==> config.mk <==
export PLATFORM = sky130hd
export DESIGN_NAME = fetch_unit
export DESIGN_NICKNAME = d
export VERILOG_FILES = /design/src/rtl/fetch_pkg.sv /design/src/rtl/fetch_queue.sv /design/src/rtl/fetch_unit.sv
export SDC_FILE = /design/constraint.sdc
export NUM_CORES = 1
export LEC_CHECK = 0
export ABC_AREA = 1
export CORE_MARGIN = 5
export CORE_UTILIZATION = 43
export DETAILED_ROUTE_END_ITERATION = 7
export MAX_ROUTING_LAYER = met4
export PLACE_DENSITY = 0.72
export SLEW_MARGIN = 40
export SYNTH_ARGS = -nofsm -noshare
export SYNTH_HDL_FRONTEND = slang
export SYNTH_SLANG_ARGS = --single-unit
==> constraint.sdc <==
create_clock -name clk -period 8.8 [get_ports clk]
set_clock_uncertainty 0.2 [all_clocks]
set_input_delay 1.76 -clock clk [delete_from_list [all_inputs] [get_ports clk]]
set_output_delay 1.76 -clock clk [all_outputs]
set_load 0.05 [all_outputs]
==> src/rtl/fetch_pkg.sv <==
// rtl/fetch_pkg.sv - shared types and constants for the instruction fetch front end
//
// Contents:
//   PC_STEP           byte increment between consecutive instruction words
//   DEFAULT_RESET_PC  PC loaded on reset unless overridden by the top parameter
//   fetch_entry_t     {pc, instr} pair carried by the fetch queue
//   fetch_state_t     fetch control states
package fetch_pkg;

    localparam logic [31:0] PC_STEP          = 32'd4;
    localparam logic [31:0] DEFAULT_RESET_PC = 32'h0000_0000;

    typedef struct packed {
        logic [31:0] pc;
        logic [31:0] instr;
    } fetch_entry_t;

    typedef enum logic {
        IDLE = 1'b0,
        RUN  = 1'b1
    } fetch_state_t;

endpackage

==> src/rtl/fetch_queue.sv <==
// rtl/fetch_queue.sv - small synchronous FIFO of fetch entries between ROM and decode
//
// Ports:
//   clk, reset   clock, asynchronous active-high reset
//   push         write push_data at the tail (ignored when full unless popping)
//   push_data    entry to write
//   pop          remove the head entry (ignored when empty)
//   flush        discard all entries; wins over push and pop
//   full, empty  occupancy flags
//   head         entry at the head; holds stale contents while empty
module fetch_queue
    import fetch_pkg::*;
#(
    parameter int DEPTH = 2
) (
    input  logic         clk,
    input  logic         reset,
    input  logic         push,
    input  fetch_entry_t push_data,
    input  logic         pop,
    input  logic         flush,
    output logic         full,
    output logic         empty,
    output fetch_entry_t head
);

    localparam int AW = $clog2(DEPTH);

    fetch_entry_t   mem_q [DEPTH];
    fetch_entry_t   mem_d [DEPTH];
    logic [AW-1:0]  wr_ptr_q, wr_ptr_d;
    logic [AW-1:0]  rd_ptr_q, rd_ptr_d;
    logic [AW:0]    count_q, count_d;
    logic           do_push;
    logic           do_pop;

    assign full    = (count_q == (AW + 1)'(DEPTH));
    assign empty   = (count_q == '0);
    assign head    = mem_q[rd_ptr_q];
    assign do_pop  = pop && !empty;
    // A full queue can still accept a word when the head leaves the same cycle.
    assign do_push = push && (!full || do_pop);

    always_comb begin
        mem_d    = mem_q;
        wr_ptr_d = wr_ptr_q;
        rd_ptr_d = rd_ptr_q;
        count_d  = count_q;
        if (flush) begin
            wr_ptr_d = '0;
            rd_ptr_d = '0;
            count_d  = '0;
        end else begin
            if (do_push) begin
                mem_d[wr_ptr_q] = push_data;
                wr_ptr_d        = wr_ptr_q + AW'(1);
            end
            if (do_pop) begin
                rd_ptr_d = rd_ptr_q + AW'(1);
            end
            if (do_push && !do_pop) begin
                count_d = count_q + (AW + 1)'(1);
            end else if (do_pop && !do_push) begin
                count_d = count_q - (AW + 1)'(1);
            end
        end
    end

    always_ff @(posedge clk or posedge reset) begin
        if (reset) begin
            for (int i = 0; i < DEPTH; i++) begin
                mem_q[i] <= '0;
            end
            wr_ptr_q <= '0;
            rd_ptr_q <= '0;
            count_q  <= '0;
        end else begin
            mem_q    <= mem_d;
            wr_ptr_q <= wr_ptr_d;
            rd_ptr_q <= rd_ptr_d;
            count_q  <= count_d;
        end
    end

endmodule

==> src/rtl/fetch_unit.sv <==
// rtl/fetch_unit.sv - RISC-V instruction fetch front end: PC, ROM read side, fetch queue, redirect
//
// Ports:
//   clk, reset                clock, asynchronous active-high reset
//   go                        leave IDLE and start fetching
//   stall                     suppress ROM reads this cycle (queue still drains)
//   branch, branch_address    redirect request and target
//   mem_en, mem_addr          ROM read enable and byte address (mem_addr is the PC)
//   mem_instr                 combinational ROM read data for mem_addr
//   out_valid, out_ready      decode handshake
//   out_instr, out_pc         head entry of the fetch queue
//   misalign                  one-cycle pulse after a branch whose target had bits [1:0] set
module fetch_unit
    import fetch_pkg::*;
#(
    parameter logic [31:0] RESET_PC    = DEFAULT_RESET_PC,
    parameter int          QUEUE_DEPTH = 2
) (
    input  logic        clk,
    input  logic        reset,
    input  logic        go,
    input  logic        stall,
    input  logic        branch,
    input  logic [31:0] branch_address,
    output logic        mem_en,
    output logic [31:0] mem_addr,
    input  logic [31:0] mem_instr,
    output logic        out_valid,
    input  logic        out_ready,
    output logic [31:0] out_instr,
    output logic [31:0] out_pc,
    output logic        misalign
);

    fetch_state_t state_q, state_d;
    logic [31:0]  pc_q, pc_d;
    logic         misalign_q, misalign_d;

    logic         q_full;
    logic         q_empty;
    logic         pop;
    logic         fetch;
    fetch_entry_t push_entry;
    fetch_entry_t head;

    assign pop        = !q_empty && out_ready;
    // Branch suppresses the read: the word at the old PC is on the wrong path.
    assign fetch      = (state_q == RUN) && !stall && !branch && (!q_full || pop);
    assign push_entry = '{pc: pc_q, instr: mem_instr};

    assign mem_en    = fetch;
    assign mem_addr  = pc_q;
    assign out_valid = !q_empty;
    assign out_instr = head.instr;
    assign out_pc    = head.pc;
    assign misalign  = misalign_q;

    fetch_queue #(
        .DEPTH(QUEUE_DEPTH)
    ) u_queue (
        .clk       (clk),
        .reset     (reset),
        .push      (fetch),
        .push_data (push_entry),
        .pop       (pop),
        .flush     (branch),
        .full      (q_full),
        .empty     (q_empty),
        .head      (head)
    );

    always_comb begin
        state_d    = state_q;
        pc_d       = pc_q;
        misalign_d = 1'b0;
        if (state_q == IDLE && go) begin
            state_d = RUN;
        end
        if (branch) begin
            pc_d       = {branch_address[31:2], 2'b00};
            misalign_d = |branch_address[1:0];
        end else if (fetch) begin
            pc_d = pc_q + PC_STEP;
        end
    end

    always_ff @(posedge clk or posedge reset) begin
        if (reset) begin
            state_q    <= IDLE;
            pc_q       <= RESET_PC;
            misalign_q <= 1'b0;
        end else begin
            state_q    <= state_d;
            pc_q       <= pc_d;
            misalign_q <= misalign_d;
        end
    end

endmodule

# ---- Yosys cells after proc, flatten, opt, wreduce, memory -nomap -nowiden
# Cells that the tools add are included.
dict set report op_classes {
  n_reduce_logical 25
  magnitude_cmp 3
  n_shift 0
  n_div 0
  bitwise_logic 4
  addsub 5
  mux 16
  n_mul 0
  n_eq_ne 1
}
# cell count
set op_table {}
lappend op_table {{$mux W64} 4}
lappend op_table {{$bwmux W128} 1}
lappend op_table {{$demux W64 S1} 1}
lappend op_table {{$mux W32} 2}
lappend op_table {{$add A32 B3 Y32 const B} 1}
lappend op_table {{$logic_and A1 B1 Y1} 10}
lappend op_table {{$logic_not A1 Y1} 6}
lappend op_table {{$mux W2} 3}
lappend op_table {{$reduce_bool A2 Y1} 3}
lappend op_table {{$mux W1} 5}
lappend op_table {{$ge A2 B2 Y1 const B} 2}
lappend op_table {{$not A1 Y2} 2}
lappend op_table {{$reduce_bool A3 Y1} 1}
lappend op_table {{$add A1 B1 Y1 const B} 2}
lappend op_table {{$add A2 B1 Y2 const B} 1}
lappend op_table {{$eq A2 B2 Y1 const B} 1}
lappend op_table {{$logic_not A2 Y1} 1}
lappend op_table {{$logic_or A1 B1 Y1} 2}
lappend op_table {{$lt A2 B1 Y1 const B} 1}
lappend op_table {{$not A1 Y1} 2}
lappend op_table {{$reduce_and A2 Y1} 1}
lappend op_table {{$reduce_or A2 Y1} 1}
lappend op_table {{$sub A2 B1 Y2 const B} 1}
dict set report word_totals {
  ram_bits 0
  regBits 166
  mem_bits_ro 0
  input_bits 70
  memories 0
  latchBits 0
  output_inout_bits 99
  word_cells 64
}

# ---- Depth between registers and ports, before layout
dict set report depth {
  depth_word 11
  ltp_mapped 10
  mapped_depth_nobuf 10
}

# ---- Cells and area by module
# From an unflattened synthesis, not the netlist that was laid out.
dict set report hier_totals {
  hier_cells 1089
  hier_area_um2 8693.3
}
# mod area_per_inst_um2 cells_per_inst instances
set by_module_without_submodules {}
lappend by_module_without_submodules {fetch_queue 6311.1 725 1}
lappend by_module_without_submodules {fetch_unit 2382.3 364 1}

# ---- Least setup slack after synthesis
# No wires, ideal clock.
dict set report synth_path {
  kind {input port to output port}
  start {input branch}
  end {output mem_en}
  path_buffers 1
  required_time_ps 6840
  t_arrival_ps 2598
  path_stages 4
  path_slack_ps 4242
  cell_sequence {nor3b_4 nand2_2 inv_4 buf_2}
}
dict set report synth_between {
  elab_chain_len 3
}
# element line_no
set synth_rtl {}
lappend synth_rtl {{start: declaration} fetch_unit.sv:23} ;# input logic branch,
lappend synth_rtl {{$logic_not A1 Y1} fetch_unit.sv:48} ;# assign fetch = (state_q == RUN) && !stall && !branch && (!q_full || pop);
lappend synth_rtl {{$logic_and A1 B1 Y1 (2 in a row)} fetch_unit.sv:48}
lappend synth_rtl {{end: declaration} fetch_unit.sv:25} ;# output logic mem_en,
# No other way between the ends.

# ---- Worst setup path in the final report
# Same ends and word-level chain as after synthesis.

==> impl_metrics.ini <==
[final_layout]
area_delta_synth_final_pct = 28.85
diodes = 0
drive_gt1_frac = 0.04129
final_common_cell = nand2_1
nets = 1269
stdcell_count = 1440
final_cell_mix = 477 x nand2_1, 164 x clkdlybuf4s50_1, 159 x dfrtp_1

[global_routing]
grt_pass1_wl_um = 34640
overflow = 0
grt_use_total = 0.2044
grt_pass1_vias = 6692
grt_max_degree = 88
grt_antenna_before_repair = 0

[route]
drt_iter0_drc = 535
viasPerCell = 4.892
wire_per_inst_um = 14.49
drt-total-wl_um = 20870
dr.pass1.iters = 5
drc = 0
ant_nets = 0
vias = 7044

[logic_synthesis]
ys_seq_area_frac = 0.5096
yosys_most_used_dff = dfrtp_1
netlist_instances = 1055
synth_edf_count = 0
synth.distinct_cells = 28
ys_ff_latch = 160
ys_warn_count = 0
avgSynthCellArea_um2 = 7.448
async_reset_ff_frac = 1.000
synthesis.area_um2 = 7858

[power_and_ir_drop]
cell_internal_pwr_mw = 1.855
p_per_area_nw_per_um2 = 323.3
power.net_switching_mw = 1.418
power_leakage_nw = 5.031
clkPwrFrac = 0.213
switching_share = 0.4333
p_seq_frac = 0.349
comb_power_share = 0.437
peakVddDrop_mv = 0.1786

[clock_tree]
cts.sinks = 160
cts_tree = built
post_cts_resized = 0
h-tree-depth = 4
ctsHoldBuffers = 0
insertion_delay_ns = 0.42
clkTransAtPathRegs_ns = 0.06
cts_buffers = 17
clockRootBuffer = clkbuf_16
cts_setup_buffers = 0
clock_path_buffers = 2

[setup_path]
worstSetupPathType = input port to primary output
slowest_delay_ns = 0.88
crit_required_ns = 6.84
worstPathArrival_ns = 4.07
cpMostUsedCell = clkdlybuf4s50_1
critical_path_buf_inv_count = 4
cpMaxStageDelayCell = clkdlybuf4s50_1
reg2reg_from = u_queue.count_q[0]
worstPathMaxFanout = 32
cp_top_family = buffers and inverters
start_kind = input port
cp_cell_sequence = clkdlybuf4s50_1 -> buf_4 -> nor3b_4 -> nand2_2 -> inv_4 -> clkdlybuf4s50_1
cp-end-kind = primary output
reg2reg_to = u_queue.mem_q[51]
ff2ff_path_depth = 8
r2r_slack_ns = 6.14

[job]
drv_cap = 0

[timing]
worst_pin_slew_ns = 0.7743
drv_slew = 0
period_share = 0.6855
post-route-min-period_ns = 6.032
holdWs_ns = 0.2767
finalHoldViolCount = 0
finalSetupViolCount = 0
rsz0062_at_grt = false
fin_setup_tns_ns = 0
maxSlewHeadroom = 0.4838
fmax_mhz = 165.8

[floorplanning]
die_y_um = 145.2
placement_rows = 49
start_util = 0.4374
dieArea_um2 = 21080
core_um2 = 17960
ios = 169
fp.dieW_um = 145.2

[placement]
place_hpwl_um = 14300
place.gp.congestion = 0.9009
placement.io_buffers = 164
dpl.cell_count = 1408

[worst_hold_path]
worstHoldStart = state_q
worstHoldPathType = flip-flop to flip-flop
min_to = state_q
holdPathStages = 1

[outcome]
status = finished clean
==> cell families after synthesis <==
group,after synthesis,synth area share
XOR/XNOR,10,0.01115
AO/OA/AOI/OAI,161,0.1065
flip-flops,160,0.5096
buffers and inverters,154,0.08917
AND/OR/NAND/NOR,568,0.2815
other,1,0.0004772
adder cells (fa/ha/maj),1,0.001592
==> synthesized netlist by cell type, types with 2 or more instances <==
| master | instances | area, um^2 |
|---|---|---|
| a21oi_1 | 3 | 15.01 |
| buf_2 | 6 | 30.03 |
| buf_4 | 4 | 30.03 |
| buf_6 | 13 | 146.4 |
| clkbuf_1 | 26 | 97.59 |
| dfrtp_1 | 160 | 4004 |
| inv_1 | 102 | 382.9 |
| nand2_1 | 477 | 1790 |
| nand2_2 | 2 | 12.51 |
| nand2_4 | 2 | 22.52 |
| nand3_1 | 30 | 150.1 |
| nand4_1 | 2 | 12.51 |
| nor2_1 | 53 | 198.9 |
| o211ai_1 | 6 | 45.04 |
| o21ai_0 | 40 | 200.2 |
| o21ai_1 | 107 | 535.5 |
| o21ai_2 | 3 | 26.28 |
| xor2_1 | 9 | 78.83 |
==> registers in the layout, summed over array words and instances (netlist names) <==
name,flops
u_queue.count_q,2
mem_addr,30
state_q,1
misalign,1
u_queue.wr_ptr_q,1
u_queue.rd_ptr_q,1
u_queue.mem_q,124
==> worst reg2reg max path, delay by kind of cell, from the launching register on <==
family                 cells  cell delay (ns)
AND/OR/NAND/NOR            4             0.93
flip-flops                 1             0.39
buffers and inverters      3             0.95
AO/OA/AOI/OAI              1             0.10
==> cell type report <==
class | count | area (um^2)
clock inverters | 12 | 111.4
well taps | 229 | 286.5
multi-input cells | 744 | 3164
inverters | 104 | 400.4
flip-flops and latches | 160 | 4005
clock buffers | 20 | 446.7
repair buffers | 171 | 1710
fillers | 1718 | 7839
==> power groups by stage <==
stage                     Combinational, mW  Clock (mW)  Sequential (mW)
after detailed placement               1.44           0             1.15
after CTS                              1.45       0.710             1.14
after global placement                 1.43           0             1.14
after floorplan                       0.954           0             1.19
after global routing                   1.55       0.743             1.18
final                                  1.43       0.698             1.14
==> worst max-delay path by stage <==
stage	startpoint	endpoint	slack, ns	depth (start not counted)
final	branch	mem_en	2.77	6
after global routing	branch	mem_en	2.66	6
after CTS	branch	mem_en	2.75	6
after detailed placement	branch	mem_en	2.76	6
after global placement	branch	mem_en	2.78	6
after floorplan	reset	mem_addr[10]	2.52	1
==> routing by layer <==
| layer | routed length (um) | track usage |
|---|---|---|
| met1 | 9949 | 0.2882 |
| met2 | 9296 | 0.3037 |
| met5 | 0 | - |
| met3 | 1329 | 0.03929 |
| met4 | 293 | 0.05644 |
==> stage by stage <==
step           worst slack [ns]    util  area, um^2  power [mW]
2_1_floorplan             2.520       -        7869       2.144
3_5_place_dp              2.761  0.5324        9564       2.594
5_1_grt                   2.664  0.5636       10120       3.470
3_3_place_gp              2.777  0.5311        9540       2.571
6_report                  2.768  0.5636       10120       3.274
4_1_cts                   2.752  0.5635       10120       3.299
(Power assumes the default switching activity.)
